## src/rtl/bp_pkg.sv

```systemverilog
// Shared types and counter helpers for the gshare branch predictor.
package bp_pkg;

  typedef enum logic {INIT, RUN} bp_state_e;

  // Counter helpers work on up to 8-bit counters; callers truncate to CTR_WIDTH.
  localparam int unsigned MAX_CTR_WIDTH = 8;

  // Weakly-not-taken encoding: 2^(w-1)-1.
  function automatic logic [MAX_CTR_WIDTH-1:0] weak_nt(int unsigned w);
    return MAX_CTR_WIDTH'((1 << (w - 1)) - 1);
  endfunction

  function automatic logic [MAX_CTR_WIDTH-1:0] sat_next(logic [MAX_CTR_WIDTH-1:0] ctr,
                                                        logic taken, int unsigned w);
    logic [MAX_CTR_WIDTH-1:0] max_val;
    max_val = MAX_CTR_WIDTH'((1 << w) - 1);
    if (taken) begin
      return (ctr >= max_val) ? max_val : ctr + 1'b1;
    end
    return (ctr == '0) ? '0 : ctr - 1'b1;
  endfunction

endpackage

```

## src/rtl/pht_ram.sv

```systemverilog
// Pattern history table: async read for prediction, one sync write port that either
// stores the init value or applies a saturating train step to the addressed counter.
module pht_ram
  import bp_pkg::*;
#(
  parameter int unsigned INDEX_BITS = 6,
  parameter int unsigned CTR_WIDTH  = 2
) (
  input  logic                  clk,
  input  logic [INDEX_BITS-1:0] rd_addr,
  output logic [CTR_WIDTH-1:0]  rd_data,
  input  logic                  wr_en,
  input  logic                  wr_init,
  input  logic [INDEX_BITS-1:0] wr_addr,
  input  logic                  wr_taken
);

  localparam int unsigned ENTRIES = 1 << INDEX_BITS;
  localparam logic [CTR_WIDTH-1:0] WEAK_NT = CTR_WIDTH'(weak_nt(CTR_WIDTH));

  logic [CTR_WIDTH-1:0] mem [ENTRIES];
  logic [CTR_WIDTH-1:0] wr_cur;
  logic [CTR_WIDTH-1:0] wr_data;

  assign rd_data = mem[rd_addr];
  assign wr_cur  = mem[wr_addr];

  always_comb begin
    wr_data = WEAK_NT;
    if (!wr_init) begin
      wr_data = CTR_WIDTH'(sat_next(MAX_CTR_WIDTH'(wr_cur), wr_taken, CTR_WIDTH));
    end
  end

  always_ff @(posedge clk) begin
    if (wr_en) begin
      mem[wr_addr] <= wr_data;
    end
  end

endmodule

```

## src/rtl/branch_predictor_ctrl.sv

```systemverilog
// Gshare direction predictor: PHT init sweep, per-cycle prediction, training and
// speculative global history with repair on mispredict.
module branch_predictor_ctrl
  import bp_pkg::*;
#(
  parameter int unsigned INDEX_BITS = 6,
  parameter int unsigned CTR_WIDTH  = 2,
  parameter int unsigned PC_WIDTH   = 32
) (
  input  logic                  clk,
  input  logic                  reset_n,
  input  logic                  flush,
  output logic                  ready,
  input  logic                  fetch_valid,
  input  logic [PC_WIDTH-1:0]   fetch_pc,
  output logic                  predict_taken,
  output logic [INDEX_BITS-1:0] predict_index,
  output logic [INDEX_BITS-1:0] predict_ghr,
  input  logic                  update_valid,
  input  logic [INDEX_BITS-1:0] update_index,
  input  logic                  update_taken,
  input  logic                  update_mispredict,
  input  logic [INDEX_BITS-1:0] update_ghr
);

  bp_state_e             state_q, state_d;
  logic [INDEX_BITS-1:0] init_ptr_q, init_ptr_d;
  logic [INDEX_BITS-1:0] ghr_q, ghr_d;

  logic [CTR_WIDTH-1:0]  rd_data;
  logic                  wr_en;
  logic                  wr_init;
  logic [INDEX_BITS-1:0] wr_addr;

  assign predict_index = fetch_pc[INDEX_BITS+1:2] ^ ghr_q;
  assign predict_ghr   = ghr_q;
  assign ready         = (state_q == RUN);
  assign predict_taken = (state_q == RUN) && rd_data[CTR_WIDTH-1];

  pht_ram #(
    .INDEX_BITS (INDEX_BITS),
    .CTR_WIDTH  (CTR_WIDTH)
  ) u_pht (
    .clk      (clk),
    .rd_addr  (predict_index),
    .rd_data  (rd_data),
    .wr_en    (wr_en),
    .wr_init  (wr_init),
    .wr_addr  (wr_addr),
    .wr_taken (update_taken)
  );

  always_comb begin
    state_d    = state_q;
    init_ptr_d = init_ptr_q;
    ghr_d      = ghr_q;
    wr_en      = 1'b0;
    wr_init    = 1'b0;
    wr_addr    = update_index;
    if (flush) begin
      state_d    = INIT;
      init_ptr_d = '0;
      ghr_d      = '0;
    end else begin
      unique case (state_q)
        INIT: begin
          wr_en      = 1'b1;
          wr_init    = 1'b1;
          wr_addr    = init_ptr_q;
          init_ptr_d = init_ptr_q + 1'b1;
          if (init_ptr_q == '1) begin
            state_d = RUN;
          end
        end
        RUN: begin
          wr_en = update_valid;
          // Repair takes precedence over the speculative shift of the same cycle.
          if (update_valid && update_mispredict) begin
            ghr_d = {update_ghr[INDEX_BITS-2:0], update_taken};
          end else if (fetch_valid) begin
            ghr_d = {ghr_q[INDEX_BITS-2:0], predict_taken};
          end
        end
      endcase
    end
  end

  always_ff @(posedge clk or negedge reset_n) begin
    if (!reset_n) begin
      state_q    <= INIT;
      init_ptr_q <= '0;
      ghr_q      <= '0;
    end else begin
      state_q    <= state_d;
      init_ptr_q <= init_ptr_d;
      ghr_q      <= ghr_d;
    end
  end

endmodule

```

## config.mk

```make
export PLATFORM = sky130hd
export DESIGN_NAME = branch_predictor_ctrl
export DESIGN_NICKNAME = d
export VERILOG_FILES = /design/src/rtl/bp_pkg.sv /design/src/rtl/pht_ram.sv /design/src/rtl/branch_predictor_ctrl.sv
export SDC_FILE = /design/constraint.sdc
export NUM_CORES = 1
export LEC_CHECK = 0
export ABC_CLOCK_PERIOD_IN_PS = 17800
export BUFFER_PORTS_ARGS = -buffer_cell sky130_fd_sc_hd__buf_2
export CORE_MARGIN = 2
export CORE_UTILIZATION = 30
export CTS_BUF_LIST = sky130_fd_sc_hd__clkbuf_8
export DETAILED_ROUTE_END_ITERATION = 12
export GPL_TIMING_DRIVEN = 0
export PLACE_DENSITY = 0.44
export SLEW_MARGIN = 5
export SYNTH_ARGS = -nofsm -noshare
export SYNTH_HDL_FRONTEND = slang
export SYNTH_SLANG_ARGS = --single-unit
```

## constraint.sdc

```tcl
create_clock -name clk -period 17.8 [get_ports clk]
set_input_delay 0.89 -clock clk [delete_from_list [all_inputs] [get_ports clk]]
set_output_delay 0.89 -clock clk [all_outputs]
set_load 0.005 [all_outputs]
```

==> out/metrics.yaml, run 1 <==
status:
  outcome: "finished, final reports clean"
synthesis:
  synthCells: 527
  ys_async_sr_fraction_pct: 9.22
  yosys.area.top_type_share_pct: 55.5
  ys_top_cells_by_area: "edfxtp_1 (55%), mux4_2 (4.9%), dfrtp_1 (4.7%)"
  synthFlopType: "edfxtp_1"
  synth_seq_cells: 141
  yosysWarnings: 0
  synth_fp_nets: 579
  synth_enable_flop_cells: 128
  synth.distinct_cells: 66
  yosysSeqAreaShare_pct: 60.2
  yosysTopAreaCell: "edfxtp_1"
  syn_area_um2: 6930
  syn_area_per_cell_um2: 13.1
routing:
  detail-route-antenna-nets: 0
  wl_met3_um: 1510
  via_per_inst: 5.64
  routedWlPerCell_um: 26.3
  top_layer: "met4"
  drc_errors: 0
  vias: 4993
  wl_met2_um: 11100
  dr.pass1.iters: 8
  first_iter_violations: 554
  drt-met1-wl_um: 9910
  drt_wl_total_um: 23300
floorplanning:
  die_w_um: 156
  core_area_um2: 22600
  die_h_um: 156
  dieArea_um2: 24300
  ios: 65
  initial_core_util_pct: 30.6
  rows: 55
cells_and_area:
  fillCellCount: 2235
  final_common_cell: "edfxtp_1"
  final_cell_mix: "edfxtp_1 (128), nor2_1 (81), buf_2 (46)"
  area_growth_pct: 15.0
  multi_input_area_um2: 2610
  layout.nets: 640
  drive_above_1_share_pct: 20.5
  seq_area_um2: 4170
  diodes: 0
place:
  place_ws_ns: 12.81
  dp_hpwl_um: 16300
  io_buffers: 37
  place.gp.congestion: 0.874
power_and_ir_drop:
  comb_power_share_pct: 16.1
  p_leak_nw: 2.71
  ir_drop_uv: 42.2
  p_int_mw: 0.531
  clock_power_share_pct: 32.6
  power.switching_mw: 0.211
  pwr-share-seq_pct: 51.3
  power.density_nw_per_um2: 93.2
  swShare_pct: 28.5
clock_tree:
  clk_latency_ns: 0.45
  path_clk_slew_ns: 0.09
  root_buffer: "clkbuf_8"
  htree_levels: 4
  cts.path.max_buffers: 2
  cts_made_buffers: 17
  cts_sinks: 141
  cts-resized-gates: 0
  cts_tree: "yes"
  post_cts_buffers: 0
  hold_buffers: 0
critical_path:
  crit_arrival_ns: 4.04
  worstSetupPathType: "in -> out"
  endpoint_kind: "primary output"
  critPathRequiredTime_ns: 16.91
  critPathMaxFanout: 10
  cp-start-kind: "input port"
timing:
  worst_clock_skew_ns: 0.0157
  slew_headroom_pct: 7.56
  fmax_mhz: 203
  final_hold_viol_count: 0
  fin_setup_tns_ns: 0
  worstMarginPinSlew_ns: 1.38
  worst_slack_ns: 12.87
  setup_viol: 0
  rsz0062_at_grt: "no"
  min_period_ns: 4.93
  maxSlewViolCount: 0
  post-route-period-util_pct: 27.7
job:
  maxCapViolations: 0
grt:
  grt_max_degree: 26
  gr-usage-all-layers_pct: 19.8
  grt_pass1_wl_um: 34100
  grt_pass1_vias: 5081
  grt-ovfl-total: 0
  antenna_found_initial: 0
min_path:
  hold_class: "in -> async"
[synthesized netlist by cell type, drive strengths merged (2+ instances only)]
library cell	number
a211oi	5
a21oi	13
a221o	4
a221oi	6
a222oi	3
a22oi	12
a31oi	3
a32o	2
a41oi	2
buf	17
clkbuf	9
dfrtp	13
edfxtp	128
inv	9
mux2	10
mux2i	21
mux4	20
nand2	29
nand2b	8
nand3	13
nand3b	5
nand4b	2
nor2	82
nor2b	3
nor3	9
nor4	2
o211ai	5
o21a	6
o21ai	22
o21bai	3
o221ai	3
o22ai	14
o31ai	3
or2	3
or3	6
or4	3
or4b	7
xnor2	2
xor2	8
[logic make-up (layout without fill, tap and decap cells)]
group           Yosys count  count (layout)  share of synthesized area [%]
compound gates          115             115                           11.9
xor+xnor                 10              10                           1.26
fa+ha+maj                 1               1                          0.181
buf+inv                  35             109                           2.62
flops                   141             141                           60.2
mux                      51              51                           11.7
simple gates            174             174                           12.1
[stage by stage]
step                      instances  instance area, um2  util, %  hold WS (ns)  total power [mW]
after floorplan                 527                6930        -         0.512             0.451
after global placement          849                7470     33.0         0.510             0.495
after detailed placement        854                7610     33.6         0.533             0.507
after CTS                       886                7970     35.2         0.306             0.749
after global routing            886                7970     35.2         0.313             0.770
final                           886                7970     35.2         0.313             0.743
[worst max-delay path: stages]
cell      delay [ns]
buf_2           0.10
xor2_1          0.83
clkbuf_1        0.81
mux4_2          0.43
mux4_2          0.55
mux2i_1         0.16
o22ai_1         0.12
buf_2           0.14
[layout make-up]
cell class	instances	share of cell area (%)
plain buffers	26	1.85
clock buffers	17	2.94
clock inverters	15	1.54
inverters	9	0.424
multi-input cells	351	32.7
flip-flops and latches	141	52.3
well taps	285	4.47
repair buffers	42	3.74
[routing by layer]
| metal | up-vias | GRT usage [%] |
|---|---|---|
| li1 | 2198 | - |
| met1 | 2525 | 25.3 |
| met2 | 231 | 32.1 |
| met3 | 39 | 4.81 |
| met4 | 0 | 8.39 |
| met5 | - | 0 |
[flip-flops by register name, summed over array words and instances (netlist names)]
| register | cells |
|---|---|
| u_pht.mem | 128 |
| ready | 1 |
| predict_ghr | 6 |
| init_ptr_q | 6 |
[final timing paths]
path	start	end	depth (start not counted)	slack (ns)
setup / recovery	fetch_pc[3]	predict_taken	8	12.87
hold / removal	reset_n	init_ptr_q[4]	1	0.31
setup reg to reg	init_ptr_q[0]	u_pht.mem[2][0]	12	13.44
hold reg to reg	predict_ghr[5]	predict_ghr[5]	2	0.54
max in group asynchronous	reset_n	init_ptr_q[3]	1	17.24
min in group clk	predict_ghr[5]	predict_ghr[5]	2	0.54
[power by group through the flow]
stage	Sequential, mW	Combinational [mW]	Clock, mW
after detailed placement	0.389	0.119	0
after CTS	0.381	0.119	0.248
after global routing	0.381	0.127	0.262
final	0.381	0.120	0.242
after floorplan	0.390	0.0608	0
after global placement	0.394	0.102	0
No activity file was read; power rests on OpenSTA's default activity.
==> inputs of run 2 (changes only) <==
--- a/config.mk
+++ b/config.mk
@@ -5,7 +5,7 @@
 export SDC_FILE = /design/constraint.sdc
 export NUM_CORES = 1
 export LEC_CHECK = 0
-export ABC_CLOCK_PERIOD_IN_PS = 17800
+export ABC_CLOCK_PERIOD_IN_PS = 5010
 export BUFFER_PORTS_ARGS = -buffer_cell sky130_fd_sc_hd__buf_2
 export CORE_MARGIN = 2
 export CORE_UTILIZATION = 30
==> constraint.sdc (replaced) <==
create_clock -name clk -period 5.01 [get_ports clk]
set_input_delay 0.2505 -clock clk [delete_from_list [all_inputs] [get_ports clk]]
set_output_delay 0.2505 -clock clk [all_outputs]
set_load 0.005 [all_outputs]
==> run 2 against run 1 <==
Die area unchanged; utilization up 0.16 points; clock skew decreased by 0.0021 ns; hold slack got worse by 0.23 ns; first-iteration DRC count down 11%; sequential power increased to 3.5 times the previous value; register-to-register slack got worse by 13 ns; critical endpoint is now u_pht.mem[54][1]; critical path type is now reg -> reg; routed wire length shrank 1.2%; combinational power grew to 3.6 times the previous value; cell count up 0.11%; critical path depth rose by 3.
==> out/metrics.yaml, run 2 (synthesized netlist as in run 1, its figures left out) <==
status:
  outcome: "finished, final reports clean"
critical_path:
  endpoint_kind: "register"
  slowest_delay_ns: 0.58  # -0.25 ns
  cp-start-kind: "register"
  slowest_stage: "a21oi_1"
  worstSetupPathType: "reg -> reg"
  crit_buf_inv: 4  # +1
  crit_chain: "buf_2, o21a_1, a21oi_1, buf_2, mux2_2, a221oi_1, o221ai_2, nor2_1, o211ai_4, buf_16, buf_16"
  critPathRequiredTime_ns: 5.21  # -11.70 ns
  r2r_setup_slack_ns: 0.71  # -12.73 ns
  crit_arrival_ns: 4.50  # +0.46 ns
  crit_family: "compound AO/OA/AOI/OAI gates"
  critPathMaxFanout: 24  # +14
routing:
  top_layer: "met4"
  wl_met3_um: 1540  # +1.8%
  drt_wl_total_um: 23100  # -1.2%
  vias: 5030  # +0.74%
  dr.pass1.iters: 5  # -3
  detail-route-antenna-nets: 0  # unchanged
  wl_met2_um: 10600  # -4.3%
  drc_errors: 0  # unchanged
  via_per_inst: 5.67  # +0.63%
  routedWlPerCell_um: 26.0  # -1.3%
  first_iter_violations: 492  # -11%
  drt-met1-wl_um: 9930  # +0.17%
cells_and_area:
  stdcell_count: 887  # +0.11%
  area_growth_pct: 15.6
  largest-register: "u_pht.mem"
  fillCellCount: 2217  # -0.81%
  largest_register_ffs: 128  # unchanged
  drive_above_1_share_pct: 21.1  # +0.63 points
  final_area_um2: 8010  # +0.46%
  layout.nets: 641  # +0.16%
  final_cell_mix: "edfxtp_1 (128), nor2_1 (81), buf_2 (46)"
  finish.utilization_pct: 35.4  # +0.16 points
  diodes: 0  # unchanged
  final_common_cell: "edfxtp_1"
floorplanning:
  core_area_um2: 22600  # unchanged
  die_h_um: 156  # unchanged
  ios: 65  # unchanged
  initial_core_util_pct: 30.6  # unchanged
  dieArea_um2: 24300  # unchanged
  die_w_um: 156  # unchanged
  rows: 55  # unchanged
grt:
  antenna_found_initial: 0  # unchanged
  gr-usage-all-layers_pct: 19.8  # about the same
  grt-ovfl-total: 0  # unchanged
  grt_pass1_vias: 5170  # +1.8%
  grt_max_degree: 25  # -3.8%
  grt_pass1_wl_um: 34300  # +0.65%
timing:
  setup_viol: 0  # unchanged
  worstMarginPinSlew_ns: 1.22  # -0.157 ns
  fmax_mhz: 233
  slew_headroom_pct: 18.1  # +11 points
  maxSlewViolCount: 0  # unchanged
  min_period_ns: 4.30
  worst_clock_skew_ns: 0.0136  # -0.00210 ns
  rsz0062_at_grt: "no"
  worst_slack_ns: 0.711  # -12.16 ns
  final_hold_viol_count: 0  # unchanged
  post-route-period-util_pct: 85.8
  fin_setup_tns_ns: 0  # unchanged
  holdWs_ns: 0.0849  # -0.228 ns
min_path:
  hold_class: "in -> reg"
clock_tree:
  htree_levels: 4  # unchanged
  clk_latency_ns: 0.46  # about the same
  cts_made_buffers: 17  # unchanged
  cts_tree: "yes"
  root_buffer: "clkbuf_8"
  path_clk_slew_ns: 0.09  # about the same
  cts_sinks: 141  # unchanged
  cts.path.max_buffers: 2  # unchanged
  post_cts_buffers: 0  # unchanged
place:
  place_ws_ns: 0.751  # -12.06 ns
  dp_cells: 854  # unchanged
  place.gp.congestion: 0.848  # -3.0%
  dp_hpwl_um: 16100  # -0.74%
  io_buffers: 37  # unchanged
  placed_cell_area_um2: 7620  # +0.12%
power_and_ir_drop:
  p_leak_nw: 2.71  # about the same
  ir_drop_uv: 136  # +220%
  power.total_mw: 2.67  # +260%
  power.density_nw_per_um2: 334  # +260%
job:
  maxCapViolations: 0  # unchanged
[run 2: cell types whose count changed in the layout (fill, tap and decap cells not counted), sizes merged]
| cell | previous run | this run |
|---|---|---|
| clkinv | 6 | 4 |
| clkinvlp | 2 | 4 |
| dlygate4sd3 | 0 | 1 |
[run 2: worst paths after layout]
path,startpoint,end,depth (start not counted)
min in group asynchronous,reset_n,predict_ghr[0],2
setup / recovery,ready,u_pht.mem[54][1],11
hold reg to reg,predict_ghr[5],predict_ghr[5],2
hold / removal,update_ghr[1],predict_ghr[2],3
max in group asynchronous,reset_n,init_ptr_q[3],2
setup reg to reg,ready,u_pht.mem[54][1],11
[run 2: layout make-up]
| cell class | instances | area, um2 | share of cell area, % |
|---|---|---|---|
| Clock buffer | 17 | 234 | 2.92 |
| Timing Repair Buffer | 43 | 317 | 3.95 |
| Multi-Input combinational cell | 351 | 2610 | 32.6 |
| Buffer | 26 | 148 | 1.84 |
| Clock inverter | 15 | 135 | 1.69 |
| Inverter | 9 | 33.8 | 0.422 |
| Tap cell | 285 | 357 | 4.45 |
| Sequential cell | 141 | 4170 | 52.1 |
[run 2: worst min-delay path: cells and delay by family]
| kind | cells | cell delay, ns |
|---|---|---|
| compound gates | 1 | 0.13 |
| buf+inv | 1 | 0.08 |
| mux | 1 | 0.05 |
[run 2: power breakdown]
group | leakage (nW) | switching, mW | internal, mW | total [mW]
clock | 0.178 | 0.492 | 0.398 | 0.889
combinational | 1.20 | 0.276 | 0.152 | 0.429
sequential | 1.33 | 0.00487 | 1.35 | 1.35
[run 2: timing repair]
item	CTS	global route
hold endpoints to repair	13	0
gates resized for setup	0	0
hold buffers	1	0
[run 2: routing by layer]
metal  vias up  track usage [%]
met5         -                0
met2       252             30.9
li1       2206                -
met1      2522             26.1
met4         0             10.0
met3        50             4.06
